## config.mk

```make
export PLATFORM = sky130hd
export DESIGN_NAME = prbs_check
export DESIGN_NICKNAME = d
export VERILOG_FILES = /design/src/rtl/prbs_check.sv
export SDC_FILE = /design/constraint.sdc
export NUM_CORES = 1
export LEC_CHECK = 0
export ABC_CLOCK_PERIOD_IN_PS = 11400
export CORE_UTILIZATION = 58
export CTS_BUF_LIST = sky130_fd_sc_hd__clkbuf_16
export DETAILED_ROUTE_END_ITERATION = 10
export PLACE_DENSITY = 0.95
export SYNTH_ARGS = -nofsm -noshare
export SYNTH_HDL_FRONTEND = slang
export SYNTH_SLANG_ARGS = --single-unit
```

## constraint.sdc

```tcl
create_clock -name clk -period 11.4 [get_ports clk]
set_input_delay 2.28 -clock clk [delete_from_list [all_inputs] [get_ports clk]]
set_output_delay 2.28 -clock clk [all_outputs]
set_load 0.1 [all_outputs]
```

## src/rtl/prbs_check.sv

```systemverilog
// Self-synchronising PRBS checker: per-bit error vector, lock
// tracking and a saturating count of error bits seen while locked.
module prbs_check #(
    parameter int unsigned           LFSR_WIDTH   = 31,
    parameter logic [LFSR_WIDTH-1:0] LFSR_POLY    = 31'h10000001,
    parameter bit                    REVERSE      = 1'b0,
    parameter int unsigned           DATA_WIDTH   = 64,
    parameter int unsigned           LOCK_COUNT   = 8,
    parameter int unsigned           UNLOCK_COUNT = 4,
    parameter int unsigned           COUNT_WIDTH  = 32
) (
    input  logic                   clk,
    input  logic                   rst,
    input  logic [DATA_WIDTH-1:0]  data_in,
    input  logic                   data_in_valid,
    input  logic                   err_count_clear,
    output logic [DATA_WIDTH-1:0]  err_out,
    output logic                   word_err,
    output logic                   locked,
    output logic [COUNT_WIDTH-1:0] bit_err_count
);

    localparam int unsigned PCW = $clog2(DATA_WIDTH + 1);
    localparam int unsigned SW  =
        ((COUNT_WIDTH > PCW) ? COUNT_WIDTH : PCW) + 1;

    typedef enum logic {
        UNLOCKED = 1'b0,
        LOCKED   = 1'b1
    } state_e;

    logic [LFSR_WIDTH-1:0]  hist_q, hist_d;
    logic [DATA_WIDTH-1:0]  err_q, err_d;
    logic                   word_err_q;
    logic                   v1_q;
    state_e                 state_q, state_d;
    logic [7:0]             good_q, good_d;
    logic [7:0]             bad_q, bad_d;
    logic [COUNT_WIDTH-1:0] cnt_q, cnt_d;
    logic [PCW-1:0]         pop;
    logic [SW-1:0]          sum;

    // hist bit k-1 is the received bit k positions back in time
    always_comb begin
        logic [LFSR_WIDTH-1:0] sh;
        logic                  b;
        logic                  fb;
        int                    idx;
        sh    = hist_q;
        err_d = '0;
        for (int t = 0; t < DATA_WIDTH; t++) begin
            idx = REVERSE ? t : int'(DATA_WIDTH) - 1 - t;
            b   = data_in[idx];
            fb  = sh[LFSR_WIDTH-1];
            for (int j = 1; j < LFSR_WIDTH; j++) begin
                if (LFSR_POLY[j]) begin
                    fb = fb ^ sh[j-1];
                end
            end
            err_d[idx] = b ^ fb;
            sh = {sh[LFSR_WIDTH-2:0], b};
        end
        hist_d = sh;
    end

    always_ff @(posedge clk) begin
        if (rst) begin
            hist_q     <= '0;
            err_q      <= '0;
            word_err_q <= 1'b0;
            v1_q       <= 1'b0;
        end else begin
            if (data_in_valid) begin
                hist_q <= hist_d;
                err_q  <= err_d;
            end
            word_err_q <= data_in_valid && (err_d != '0);
            v1_q       <= data_in_valid;
        end
    end

    always_ff @(posedge clk) begin
        if (rst) begin
            state_q <= UNLOCKED;
            good_q  <= '0;
            bad_q   <= '0;
        end else begin
            state_q <= state_d;
            good_q  <= good_d;
            bad_q   <= bad_d;
        end
    end

    always_comb begin
        state_d = state_q;
        good_d  = good_q;
        bad_d   = bad_q;
        if (v1_q) begin
            unique case (state_q)
                UNLOCKED: begin
                    if (word_err_q) begin
                        good_d = '0;
                    end else if ({1'b0, good_q} + 9'd1 ==
                                 9'(LOCK_COUNT)) begin
                        state_d = LOCKED;
                        good_d  = '0;
                        bad_d   = '0;
                    end else begin
                        good_d = good_q + 8'd1;
                    end
                end
                LOCKED: begin
                    if (!word_err_q) begin
                        bad_d = '0;
                    end else if ({1'b0, bad_q} + 9'd1 ==
                                 9'(UNLOCK_COUNT)) begin
                        state_d = UNLOCKED;
                        good_d  = '0;
                        bad_d   = '0;
                    end else begin
                        bad_d = bad_q + 8'd1;
                    end
                end
            endcase
        end
    end

    always_comb begin
        locked = (state_q == LOCKED);
    end

    // clear beats a same-edge increment; the sum saturates at all-ones
    always_comb begin
        pop = '0;
        for (int i = 0; i < DATA_WIDTH; i++) begin
            pop = pop + PCW'(err_q[i]);
        end
        sum   = SW'(cnt_q) + SW'(pop);
        cnt_d = cnt_q;
        if (err_count_clear) begin
            cnt_d = '0;
        end else if (v1_q && (state_q == LOCKED)) begin
            if (sum > SW'({COUNT_WIDTH{1'b1}})) begin
                cnt_d = '1;
            end else begin
                cnt_d = sum[COUNT_WIDTH-1:0];
            end
        end
    end

    always_ff @(posedge clk) begin
        if (rst) begin
            cnt_q <= '0;
        end else begin
            cnt_q <= cnt_d;
        end
    end

    assign err_out       = err_q;
    assign word_err      = word_err_q;
    assign bit_err_count = cnt_q;

endmodule

```

==> summary.txt, run 1 <==
Status
  – Status: finished clean

Synth
  – EDFF count, synth: 0
  – Cells after Synth: 974
  – Post-synth top flop: dfxtp_1
  – Ys async rst share: 0
  – Number of warnings issued by yosys: 0
  – Syn_nets: 1127
  – Netlist cell types: 54
  – Sequential element share of the synthesized area: 0.320
  – Avg Cell Area, Syn: 9.37 µm²
  – Mapped Area: 0.00913 mm²
  – Seq cells post-synth: 146

Detailed routing
  – Avg WL per Cell: 21.1 µm
  – DRC: 0
  – Final ANT Viol Nets: 0
  – Pre-antenna DRT Iters: 5
  – Drt via density: 6.12
  – Total wire length: 28500 µm
  – Vias: 8242
  – DRT iter0 DRCs: 981

Pwr
  – Net Switching: 0.00140 W
  – Leakage Power: 4.80 nW
  – Overall Power: 0.00301 W
  – Comb pwr share: 0.617
  – Sequential Power Share: 0.191
  – Pwr dens: 262 mW/mm²
  – Pint: 0.00161 W
  – Switching part of the total: 0.465
  – Clock network fraction of total power: 0.193
  – Maximum VDD drop: 0.325 mV

Timing
  – Tcrit/Tclk final: 0.665
  – Hold Fails Final Rpt: 0
  – Peak Freq: 132 MHz
  – TNS Setup: 0 ns
  – Worst-Margin Slew: 1.15 ns
  – Tmin final: 7.58 ns
  – Slew Viols, Final: 0
  – Worst clock skew: 0.0228 ns
  – Relative slew slack: 0.231
  – Final setup violating endpoints: 0
  – WHS: 0.481 ns
  – RSZ-0062 raised after global routing: false

Placement
  – RePlAce Congestion: 0.949
  – DP HPWL: 21100 µm
  – Area after DPL: 0.0109 mm²
  – Port bufs: 165

Critical path
  – R2R Path Start: err_out[23]
  – Startpoint types: flip-flop
  – Crit Path Class: flip-flop to flip-flop
  – Crit path DAT: 7.93 ns
  – CP Capture Type: flip-flop
  – Critical Path Source: err_out[23]
  – Crit-path max FO: 15
  – WP data required: 11.75 ns

Global routing
  – Vias in the first global route: 8220
  – Largest net degree at the start of global routing: 108
  – Initial antenna violation count: 0
  – Global-route wire length before repair: 44200 µm
  – Total congestion overflow: 0
  – All-layer global routing usage: 0.362

Clocking
  – Clk sinks: 146
  – Post-CTS sizing: 0
  – Num CTS Buffers: 17
  – H-tree levels: 4
  – Setup Buffers After CTS: 0
  – Clock slew at reported path FFs: 0.06 ns
  – Clk root buf: clkbuf_16
  – Hold-fix buffers at CTS: 0
  – Worst skew pair latency: 0.46 ns
  – CTS tree: built
  – CTS max path bufs: 2

Floorplanning
  – Die X: 127 µm
  – Starting density of the core: 0.598
  – Core area: 0.0153 mm²
  – I/O pin total: 166
  – Die Ht: 127 µm
  – Die area: 0.0162 mm²
  – # rows: 45

Worst hold path
  – Worst hold start: bad_q[7]
  – Hold WC Path Type: flip-flop to flip-flop

Final layout
  – Fin nets: 1276
  – Area Overhead vs Synth: 25.9%
  – Fin area: 0.0115 mm²
  – Antenna Diode Count: 0
  – FF+latch area: 0.00292 mm²
  – FILL cells: 948
  – Area occupied by multi-input gates: 0.00568 mm²
  – Ratio of cells with drive above 1 in the final layout: 0.0440

Flow run
  – Max-cap violations: 0
-- worst max-delay path: stages, from the launching register on --
cell,delay [ns]
dfxtp_1,0.36
inv_1,0.07
fa_1,0.53
fa_1,0.50
inv_1,0.07
fa_1,0.50
inv_1,0.06
fa_1,0.46
fa_1,0.57
fa_1,0.46
fa_1,0.53
fa_1,0.43
fa_1,0.42
fa_1,0.43
nand2b_1,0.20
a21oi_1,0.24
o31ai_1,0.18
a21oi_1,0.92
a41oi_1,0.24
a311oi_1,0.32
-- power groups by stage --
stage / clock network (W) / registers (W) / logic [W]
CTS: 0.000578 / 0.000573 / 0.00183
global placement: 0 / 0.000581 / 0.00160
finish: 0.000580 / 0.000574 / 0.00186
floorplan: 0 / 0.000728 / 0.00117
global route: 0.000597 / 0.000577 / 0.00203
detailed placement: 0 / 0.000583 / 0.00175
-- layout by cell type, fill, tap and decap left out, types with 16 or more instances in the layout --
cell and n:
nand2_1 19, clkdlybuf4s50_1 163, ha_1 29, clkbuf_16 17, mux2i_1 92, nor2_1 111
and3_1 17, dfxtp_1 146, inv_1 100, nand3_1 26, a31oi_1 16, fa_1 56
o21ai_0 28, xor2_1 33, a21oi_1 34, xnor2_1 98
-- worst paths after layout --
check	slack (ns)	cells past startpoint	endpoint
max	3.82	19	bit_err_count[26]
min	0.48	1	bad_q[7]
max reg2reg	3.82	19	bit_err_count[26]
min reg2reg	0.48	1	bad_q[7]
-- cell families (layout without fill, tap and decap cells) --
logic type,after synthesis,count (layout),synth area share
buffers and inverters,137,299,0.0580
muxes,92,92,0.101
xor gates and xnor gates,131,131,0.126
DFF,146,146,0.320
AOI/OAI and AO/OA,127,127,0.0913
and+or+nand+nor,256,256,0.141
adders and majority gates,85,85,0.163
-- stage by stage --
step                instances  worst slack [ns]  utilization
detailed placement       1315              3.95        0.715
global route             1347              3.50        0.754
CTS                      1347              3.88        0.754
floorplan                 974              4.15            -
global placement         1315              4.34        0.715
finish                   1347              3.82        0.754
-- routing by layer --
layer  vias up  routed length, µm  GRT usage
met3       154               2600     0.0867
met5         -                  0          0
li1       3602                  -          -
met4         0               1580      0.216
met2       529              13400      0.586
met1      3957              10800      0.441
-- synth_stat cells, drive strengths merged (22+ instances only) --
library cell  count  area, µm²
nand3            26        130
xor2             33        289
o21ai            28        140
clkbuf           22       82.6
fa               56       1120
a21oi            34        170
nor2            112        423
mux2i            92        921
ha               29        363
inv              99        372
dfxtp           146       2920
xnor2            98        858
-- layout make-up --
| type | count | area share |
|---|---|---|
| clock inverters | 15 | 0.0146 |
| clock buffers | 17 | 0.0370 |
| well taps | 211 | 0.0230 |
| repair buffers | 168 | 0.145 |
| multi-input cells | 691 | 0.494 |
| flip-flops and latches | 146 | 0.254 |
| inverters | 99 | 0.0323 |
-- state kept, by name, summed over array words and instances (netlist names) --
| name | count |
|---|---|
| err_out | 64 |
| bit_err_count | 32 |
| hist_q | 31 |
| bad_q | 8 |
| good_q | 8 |
| locked | 1 |
| v1_q | 1 |
| word_err | 1 |
No activity file was read; power rests on OpenSTA's default activity.
==> inputs of run 2 (changes only) <==
Settings changed: ABC_CLOCK_PERIOD_IN_PS 11400 to 7000, CORE_UTILIZATION 58 to 54, PLACE_DENSITY 0.95 to 0.93.
Clock period 11.4 ns to 7 ns, I/O delays scaled along.
==> run 2 against run 1 <==
Net effect:
- the run now ends with DRC left
- hold slack gained 0.012 ns
- sequential cell count is the same
- via count shrank 2.5%
- global-route usage down 3.8 points
- final area up 0.70%
- fmax up 11%
- worst setup slack lost 3.6 ns
- clock skew down 0.014 ns
- register-to-register slack lost 3.6 ns
- first-iteration DRC count is 17% lower
- clock power grew 57%
==> summary.txt, run 2 (synthesis results as in run 1) <==
Status
  – Status: finished, violations left
  – Failing checks: DRC

Floorplanning
  – Die area: 0.0174 mm²
  – I/O pin total: 166
  – Die Ht: 132 µm
  – Starting density of the core: 0.552
  – Core area: 0.0165 mm²
  – # rows: 47
  – Die X: 132 µm

Clocking
  – Clk sinks: 146
  – CTS tree: built
  – Clock slew at reported path FFs: 0.06 ns
  – H-tree levels: 4
  – Worst skew pair latency: 0.43 ns
  – CTS max path bufs: 2
  – Num CTS Buffers: 17
  – Clk root buf: clkbuf_16

Pwr
  – Pwr dens: 424 mW/mm²
  – Leakage Power: 4.84 nW
  – Maximum VDD drop: 0.472 mV

Timing
  – Hold Fails Final Rpt: 0
  – Worst-Margin Slew: 1.22 ns
  – Tmin final: 6.83 ns
  – Final setup violating endpoints: 0
  – Relative slew slack: 0.190
  – Final WS setup: 0.171 ns
  – Worst clock skew: 0.00884 ns
  – Peak Freq: 146 MHz
  – Tcrit/Tclk final: 0.976
  – Slew Viols, Final: 0

Final layout
  – Commonest cells after routing, fill and taps aside: clkdlybuf4s50_1 (163), dfxtp_1 (113), nor2_1 (111), inv_1 (101), xnor2_1 (98)
  – Area Overhead vs Synth: 26.8%
  – Ratio of cells with drive above 1 in the final layout: 0.0781
  – Antenna Diode Count: 0
  – Commonest non-fill, non-tap cell in the layout: clkdlybuf4s50_1
  – Number of flip-flops in the largest register: 64
  – FF+latch area: 0.00296 mm²
  – Fin area: 0.0116 mm²
  – Area occupied by multi-input gates: 0.00570 mm²
  – FILL cells: 1098
  – Fin nets: 1279

Global routing
  – Total congestion overflow: 0
  – Largest net degree at the start of global routing: 111
  – Initial antenna violation count: 0
  – Global-route wire length before repair: 43600 µm
  – Vias in the first global route: 8141
  – All-layer global routing usage: 0.324

Placement
  – Area after DPL: 0.0110 mm²
  – DP Worst Slack: 0.178 ns
  – DP HPWL: 20200 µm
  – Port bufs: 165
  – RePlAce Congestion: 0.942

Critical path
  – Startpoint types: flip-flop
  – WP data required: 7.34 ns
  – Crit-path max FO: 4
  – CP Capture Type: flip-flop
  – Crit path DAT: 7.17 ns
  – Crit Path Class: flip-flop to flip-flop

Detailed routing
  – DRC: 2
  – Final ANT Viol Nets: 0
  – Top Metal Used: met4
  – Routed wl met2: 13200 µm
  – Met1 wire length: 10600 µm
  – DRT iter0 DRCs: 810
  – Total wire length: 27800 µm
  – Vias: 8034
  – Pre-antenna DRT Iters: 10
  – Avg WL per Cell: 20.5 µm
  – Drt via density: 5.91
  – Met3 WL: 2560 µm

Worst hold path
  – Hold WC Path Type: flip-flop to flip-flop

Flow run
  – Max-cap violations: 0
run 2: path summary, 6_finish.rpt:
check,slack [ns],from,to,depth (start not counted)
setup / recovery,0.17,err_out[35],bit_err_count[13],21
hold / removal,0.49,err_out[3],err_out[3],2
setup reg to reg,0.17,err_out[35],bit_err_count[13],21
hold reg to reg,0.49,err_out[3],err_out[3],2
run 2: layout make-up:
| type | count | area share |
|---|---|---|
| inverters | 99 | 0.0321 |
| multi-input cells | 691 | 0.492 |
| well taps | 220 | 0.0238 |
| clock inverters | 15 | 0.0130 |
| repair buffers | 171 | 0.146 |
| flip-flops and latches | 146 | 0.256 |
| clock buffers | 17 | 0.0367 |
run 2: critical path, stage by stage, from the launching register on:
cell and delay [ns]:
dfxtp_2 0.34, inv_1 0.06, fa_1 0.57, inv_1 0.08, fa_2 0.38, fa_1 0.55
inv_1 0.06, fa_1 0.53, inv_1 0.06, fa_1 0.56, fa_2 0.49, fa_1 0.55
inv_1 0.05, fa_1 0.55, inv_1 0.06, ha_1 0.29, nor2b_1 0.15, o2111ai_1 0.38
a21oi_2 0.17, o21ai_0 0.47, nor2_2 0.12, a311oi_1 0.27
run 2: power breakdown:
| group | switching [W] | internal (W) |
|---|---|---|
| Combinational | 0.00183 | 0.00122 |
| Clock | 0.000362 | 0.000550 |
| Sequential | 0.0000560 | 0.000883 |
| Total | 0.00225 | 0.00265 |
run 2: timing repair:
action	4_1_cts	5_1_grt
hold buffers	0	0
resized for setup	0	7
setup endpoints to repair	0	19
buffers inserted	0	1
run 2: through the flow:
| step | std cells | power, W | hold WS, ns | util | TNS (ns) |
|---|---|---|---|---|---|
| 2_1_floorplan | 974 | 0.00309 | 0.440 | - | 0 |
| 3_3_place_gp | 1326 | 0.00358 | 0.461 | 0.664 | 0 |
| 3_5_place_dp | 1326 | 0.00375 | 0.475 | 0.664 | 0 |
| 4_1_cts | 1358 | 0.00484 | 0.491 | 0.699 | 0 |
| 5_1_grt | 1359 | 0.00527 | 0.528 | 0.701 | -0.241 |
| 6_report | 1359 | 0.00491 | 0.494 | 0.701 | 0 |
run 2: metal layers:
layer	vias to the layer above	GRT usage
met2	478	0.515
met1	3834	0.393
met4	0	0.178
met3	127	0.0984
met5	-	0
li1	3595	-
